## src/rtl/fifo_dpram_ctrl.sv

```systemverilog
// fifo_dpram_ctrl: single-clock FIFO controller wrapped around an external
// 64x8 true dual-port RAM (port A = write side, port B = read side).
// Owns the pointers, the occupancy count, the status flags and the sticky
// error flags. The RAM read on port B is registered, so pop data appears
// one cycle after an accepted pop, alongside pop_valid_o.
// Optional feature macro: FIFO_WATERMARK_EN adds peak_count_o, the highest
// occupancy seen since the last reset.
module fifo_dpram_ctrl #(
    parameter int unsigned DATA_W = 8,
    parameter int unsigned ADDR_W = 6,
    parameter int unsigned AF_TH  = 56,
    parameter int unsigned AE_TH  = 8
) (
    input  logic              clk_i,
    input  logic              reset_i,
    input  logic              flush_i,
    input  logic              push_i,
    input  logic [DATA_W-1:0] push_data_i,
    input  logic              pop_i,
    output logic [DATA_W-1:0] pop_data_o,
    output logic              pop_valid_o,
    output logic              full_o,
    output logic              empty_o,
    output logic              almost_full_o,
    output logic              almost_empty_o,
    output logic [ADDR_W:0]   count_o,
    output logic              overflow_err_o,
    output logic              underflow_err_o,
`ifdef FIFO_WATERMARK_EN
    output logic [ADDR_W:0]   peak_count_o,
`endif
    output logic [DATA_W-1:0] ram_data_a_o,
    output logic [ADDR_W-1:0] ram_addr_a_o,
    output logic              ram_we_a_o,
    output logic [DATA_W-1:0] ram_data_b_o,
    output logic [ADDR_W-1:0] ram_addr_b_o,
    output logic              ram_we_b_o,
    input  logic [DATA_W-1:0] ram_q_b_i
);

    localparam int unsigned CNT_W = ADDR_W + 1;
    localparam int unsigned DEPTH = 1 << ADDR_W;

    logic [ADDR_W-1:0] wptr_q, wptr_d, rptr_q, rptr_d;
    logic [CNT_W-1:0]  count_q, count_d;
    logic              full_q, full_d, empty_q, empty_d;
    logic              afull_q, afull_d, aempty_q, aempty_d;
    logic              pvld_q, pvld_d;
    logic              ovf_q, ovf_d, unf_q, unf_d;
    logic              push_acc, pop_acc, clr;

    // Acceptance uses the registered flags only; a push while full is
    // refused even when a pop frees a slot in the same cycle.
    assign push_acc = push_i & ~full_q;
    assign pop_acc  = pop_i & ~empty_q;
    assign clr      = reset_i | flush_i;

    // RAM hookup: port A writes at wptr, port B reads at rptr. Pointers only
    // coincide when empty or full, so a concurrent write and read never hit
    // the same word.
    assign ram_we_a_o   = push_acc & ~clr;
    assign ram_addr_a_o = wptr_q;
    assign ram_data_a_o = push_data_i;
    assign ram_addr_b_o = rptr_q;
    assign ram_data_b_o = '0;
    assign ram_we_b_o   = 1'b0;

    assign pop_data_o      = pvld_q ? ram_q_b_i : '0;
    assign pop_valid_o     = pvld_q;
    assign count_o         = count_q;
    assign full_o          = full_q;
    assign empty_o         = empty_q;
    assign almost_full_o   = afull_q;
    assign almost_empty_o  = aempty_q;
    assign overflow_err_o  = ovf_q;
    assign underflow_err_o = unf_q;

    // Next-state: pointers, count, flags derived from the next count, and
    // sticky errors; flush behaves like reset except for the error flags.
    always_comb begin
        wptr_d  = wptr_q;
        rptr_d  = rptr_q;
        count_d = count_q;
        pvld_d  = 1'b0;
        ovf_d   = ovf_q;
        unf_d   = unf_q;
        if (clr) begin
            wptr_d  = '0;
            rptr_d  = '0;
            count_d = '0;
        end else begin
            if (push_acc) wptr_d = wptr_q + ADDR_W'(1);
            if (pop_acc)  rptr_d = rptr_q + ADDR_W'(1);
            count_d = count_q + CNT_W'(push_acc) - CNT_W'(pop_acc);
            pvld_d  = pop_acc;
            ovf_d   = ovf_q | (push_i & full_q);
            unf_d   = unf_q | (pop_i & empty_q);
        end
        full_d   = (count_d == CNT_W'(DEPTH));
        empty_d  = (count_d == '0);
        afull_d  = (count_d >= CNT_W'(AF_TH));
        aempty_d = (count_d <= CNT_W'(AE_TH));
    end

    // State register with synchronous reset.
    always_ff @(posedge clk_i) begin
        if (reset_i) begin
            wptr_q   <= '0;
            rptr_q   <= '0;
            count_q  <= '0;
            full_q   <= 1'b0;
            empty_q  <= 1'b1;
            afull_q  <= 1'b0;
            aempty_q <= 1'b1;
            pvld_q   <= 1'b0;
            ovf_q    <= 1'b0;
            unf_q    <= 1'b0;
        end else begin
            wptr_q   <= wptr_d;
            rptr_q   <= rptr_d;
            count_q  <= count_d;
            full_q   <= full_d;
            empty_q  <= empty_d;
            afull_q  <= afull_d;
            aempty_q <= aempty_d;
            pvld_q   <= pvld_d;
            ovf_q    <= ovf_d;
            unf_q    <= unf_d;
        end
    end

`ifdef FIFO_WATERMARK_EN
    logic [CNT_W-1:0] peak_q, peak_d;

    assign peak_count_o = peak_q;

    // High-water mark follows the next count; flush drives count to zero so
    // it never lowers the mark.
    always_comb begin
        peak_d = peak_q;
        if (count_d > peak_q) peak_d = count_d;
    end

    // Watermark register, cleared only by reset.
    always_ff @(posedge clk_i) begin
        if (reset_i) peak_q <= '0;
        else         peak_q <= peak_d;
    end
`endif

endmodule

```

## config.mk

```make
export PLATFORM = sky130hd
export DESIGN_NAME = fifo_dpram_ctrl
export DESIGN_NICKNAME = d
export VERILOG_FILES = /design/src/rtl/fifo_dpram_ctrl.sv
export SDC_FILE = /design/constraint.sdc
export NUM_CORES = 1
export LEC_CHECK = 0
export CELL_PAD_IN_SITES_DETAIL_PLACEMENT = 1
export CELL_PAD_IN_SITES_GLOBAL_PLACEMENT = 1
export CORE_MARGIN = 5
export CORE_UTILIZATION = 30
export CTS_CLUSTER_DIAMETER = 40
export DETAILED_ROUTE_END_ITERATION = 16
export PLACE_DENSITY = 0.85
export SLEW_MARGIN = 20
export SYNTH_ARGS = -nofsm -noshare
export SYNTH_HDL_FRONTEND = slang
export SYNTH_SLANG_ARGS = --single-unit
```

## constraint.sdc

```tcl
create_clock -name clk_i -period 4.2 [get_ports clk_i]
set_clock_uncertainty 0.05 [all_clocks]
set_input_delay 0.42 -clock clk_i [delete_from_list [all_inputs] [get_ports clk_i]]
set_output_delay 0.42 -clock clk_i [all_outputs]
set_load 0.005 [all_outputs]
```

==> key figures <==
Status
  – Status: finished clean

Power
  – Psw: 0.3016 mW
  – Part of the power in combinational logic: 0.413
  – Worst VDD drop: 0.2846 mV
  – Leak Pwr: 0.7638 nW
  – Sequential share of power: 0.346
  – Pwr Density: 454.7 nW/um^2
  – Sw frac: 0.3370
  – Int Power: 0.5933 mW
  – Clock power frac: 0.241

Route
  – Routed wire length: 3796 um
  – First DRT Iteration DRCs: 20
  – Post-DR wirelength/cell: 13.90 um
  – Post-DRT Antenna Nets: 0
  – Via count: 1,268
  – DRT Pass-1 Iters: 4
  – Avg Vias per Cell: 4.645
  – # DRC: 0

Worst setup path
  – Crit Path Class: in2reg
  – Critical path required time: 4.33 ns
  – Worst setup SP type: primary input
  – Crit. End Element: register
  – Worst Path Arrival: 3.44 ns
  – CP Max Fanout: 6

Timing
  – Min Hold Slack: 0.4404 ns
  – Rel. slew slack: 0.6624
  – Worst Tran Pin Value: 0.5046 ns
  – RSZ-0062 raised after global routing: no
  – Final setup viols: 0
  – Fin. Hold Viols: 0
  – Tmin final: 3.316 ns
  – Crit share post-route: 0.7895
  – Pins Over Slew Limit: 0
  – Final TNS setup: 0 ns
  – Fmax: 0.3016 GHz

Final layout
  – Final instance area: 1968 sq um
  – Area of the multi-input gates: 769.5 sq um
  – Share of layout cells above drive strength 1: 0.04854
  – Nets: 238
  – Inserted Diodes: 0
  – Register Area: 520.5 sq um
  – Fillers: 557
  – Most frequent cells in the layout: 47 x clkdlybuf4s50_1, 26 x dfxtp_1, 23 x nor2_1
  – Synthesis-to-layout area growth: 35.49%
  – Most common cell after layout, fill and taps aside: clkdlybuf4s50_1
  – Finished Core Util: 0.4167

Synth
  – Synth Flop Type: dfxtp_1
  – Post-Syn Area per Cell: 8.751 sq um
  – Adder-cell share of the synthesized area: 0.09130
  – Asr flop ratio synth: 0
  – EDFF count, synth: 0
  – Unique cell type count in the Yosys netlist: 39
  – Compound-Gate Fraction of Synth Area: 0.09905
  – Post-Synth Simple-Gate Area: 0.2429
  – Syn. warnings: 0
  – Seq/Total Area, Yosys: 0.3583
  – #FFs+latches synth: 26
  – XOR/XNOR Fraction of Synth Area: 0.06632
  – Syn Inst Count: 166
  – Largest family of logic cells by synthesized area: simple AND/OR/NAND/NOR gates
  – Synthesized cell area: 1453 sq um
  – Post-synthesis mux area share: 0.006891

Clock tree
  – Num CTS Buffers: 3
  – Clk slew on worst S/H paths: 0.10 ns
  – Root Buffer: clkbuf_8
  – Clock Latency Late Sink: 0.28 ns
  – Cts hold-fix bufs: 0
  – Post-CTS setup buffer count: 0
  – CTS tree: yes
  – CTS Buffer Depth: 2
  – PostCTS Resize Cnt: 0
  – TritonCTS Sinks: 26
  – CTS H-tree lvls: 1

Global route
  – First-pass GRT wire length: 6127 um
  – Initial antenna violation count: 0
  – Largest net degree at the start of global routing: 23
  – All-Layer GR Usage: 0.1207
  – Vias in the first global route: 1,286
  – Gr ovfl total: 0

Place
  – PortBufs: 47
  – Dpl cell area: 1897 sq um
  – Routability cong.: 0.7370
  – DP HPWL: 2868 um

Floorplanning
  – I/O Pins: 73
  – Core Rows: 25
  – Die area: 6334 sq um
  – Initial Utilization: 0.3075
  – Die width: 79.59 um
  – Die Span Y: 79.59 um
  – Core Box Area: 4723 sq um

Job
  – Max-cap violation count: 0

Worst hold path
  – Hold Crit Class: reg2reg
-- flip-flops by register name, indices dropped and copies added, names as in the netlist --
register,flops
count_o,7
overflow_err_o,1
almost_full_o,1
ram_addr_b_o,6
underflow_err_o,1
full_o,1
empty_o,1
ram_addr_a_o,6
almost_empty_o,1
pop_valid_o,1
-- layer usage --
metal	routed length (um)	GRT usage	up-vias
li1	-	-	609
met1	1653	0.1490	602
met2	1767	0.2070	50
met3	319	0.02370	7
met4	55	0.04296	0
met5	0	0	-
-- logic make-up (layout without fill, tap and decap cells) --
kind of cell | Yosys count | count (layout)
AO/OA/AOI/OAI | 22 | 22
XOR/XNOR | 11 | 11
adder cells (fa/ha/maj) | 10 | 10
buffers and inverters | 32 | 64
flip-flops | 26 | 26
multiplexers | 1 | 1
other | 1 | 9
AND/OR/NAND/NOR | 63 | 63
-- final timing paths --
check,startpoint,slack [ns],endpoint,cells past startpoint
worst max-delay path,push_i,0.88,empty_o,13
worst min-delay path,overflow_err_o,0.44,overflow_err_o,2
worst max register to register,full_o,1.17,empty_o,12
worst min register to register,overflow_err_o,0.44,overflow_err_o,2
-- layout make-up --
type,count,area share
repair buffers,48,0.2428
multi-input cells,116,0.3910
inverters,12,0.02289
clock buffers,3,0.02098
flip-flops and latches,26,0.2645
clock inverters,1,0.01526
well taps,67,0.04259
-- power groups by stage --
stage / clock network, mW / registers [mW] / logic [mW]
6_report: 0.216 / 0.309 / 0.370
5_1_grt: 0.230 / 0.315 / 0.410
4_1_cts: 0.218 / 0.310 / 0.372
3_5_place_dp: 0 / 0.315 / 0.360
3_3_place_gp: 0 / 0.315 / 0.349
2_1_floorplan: 0 / 0.313 / 0.229
-- cells in the mapped netlist (2+ instances only) --
master	instances	area, sq um
nor2_1	23	86.33
nor2b_1	2	12.51
o21ai_0	4	20.02
a21oi_1	6	30.03
xor2_1	8	70.07
and2_1	11	68.82
or3_1	2	12.51
nand4_1	5	31.28
or4_1	2	15.01
dfxtp_1	26	520.5
o211ai_1	2	15.01
a31oi_1	3	18.77
inv_1	12	45.04
nand2_1	8	30.03
buf_4	17	127.6
ha_1	9	112.6
xnor2_1	3	26.28
nor4b_1	2	17.52
-- critical path: stages --
cell and delay (ns):
clkdlybuf4s50_1 0.48, nor2b_1 0.39, inv_1 0.15, ha_1 0.32, inv_1 0.08, ha_1 0.19, inv_1 0.07, fa_1 0.39
nand2b_1 0.18, a21oi_1 0.22, o21ai_1 0.11, nand3b_4 0.18, nor4b_1 0.29
-- per-stage QoR --
stage / worst slack (ns) / power (mW) / instances
after floorplan: 1.532 / 0.5422 / 174
after global placement: 0.8454 / 0.6645 / 269
after detailed placement: 0.6681 / 0.6756 / 269
after CTS: 0.8939 / 0.9007 / 273
after global routing: 0.5868 / 0.9558 / 273
final: 0.8841 / 0.8949 / 273
No activity file was read; power rests on OpenSTA's default activity.
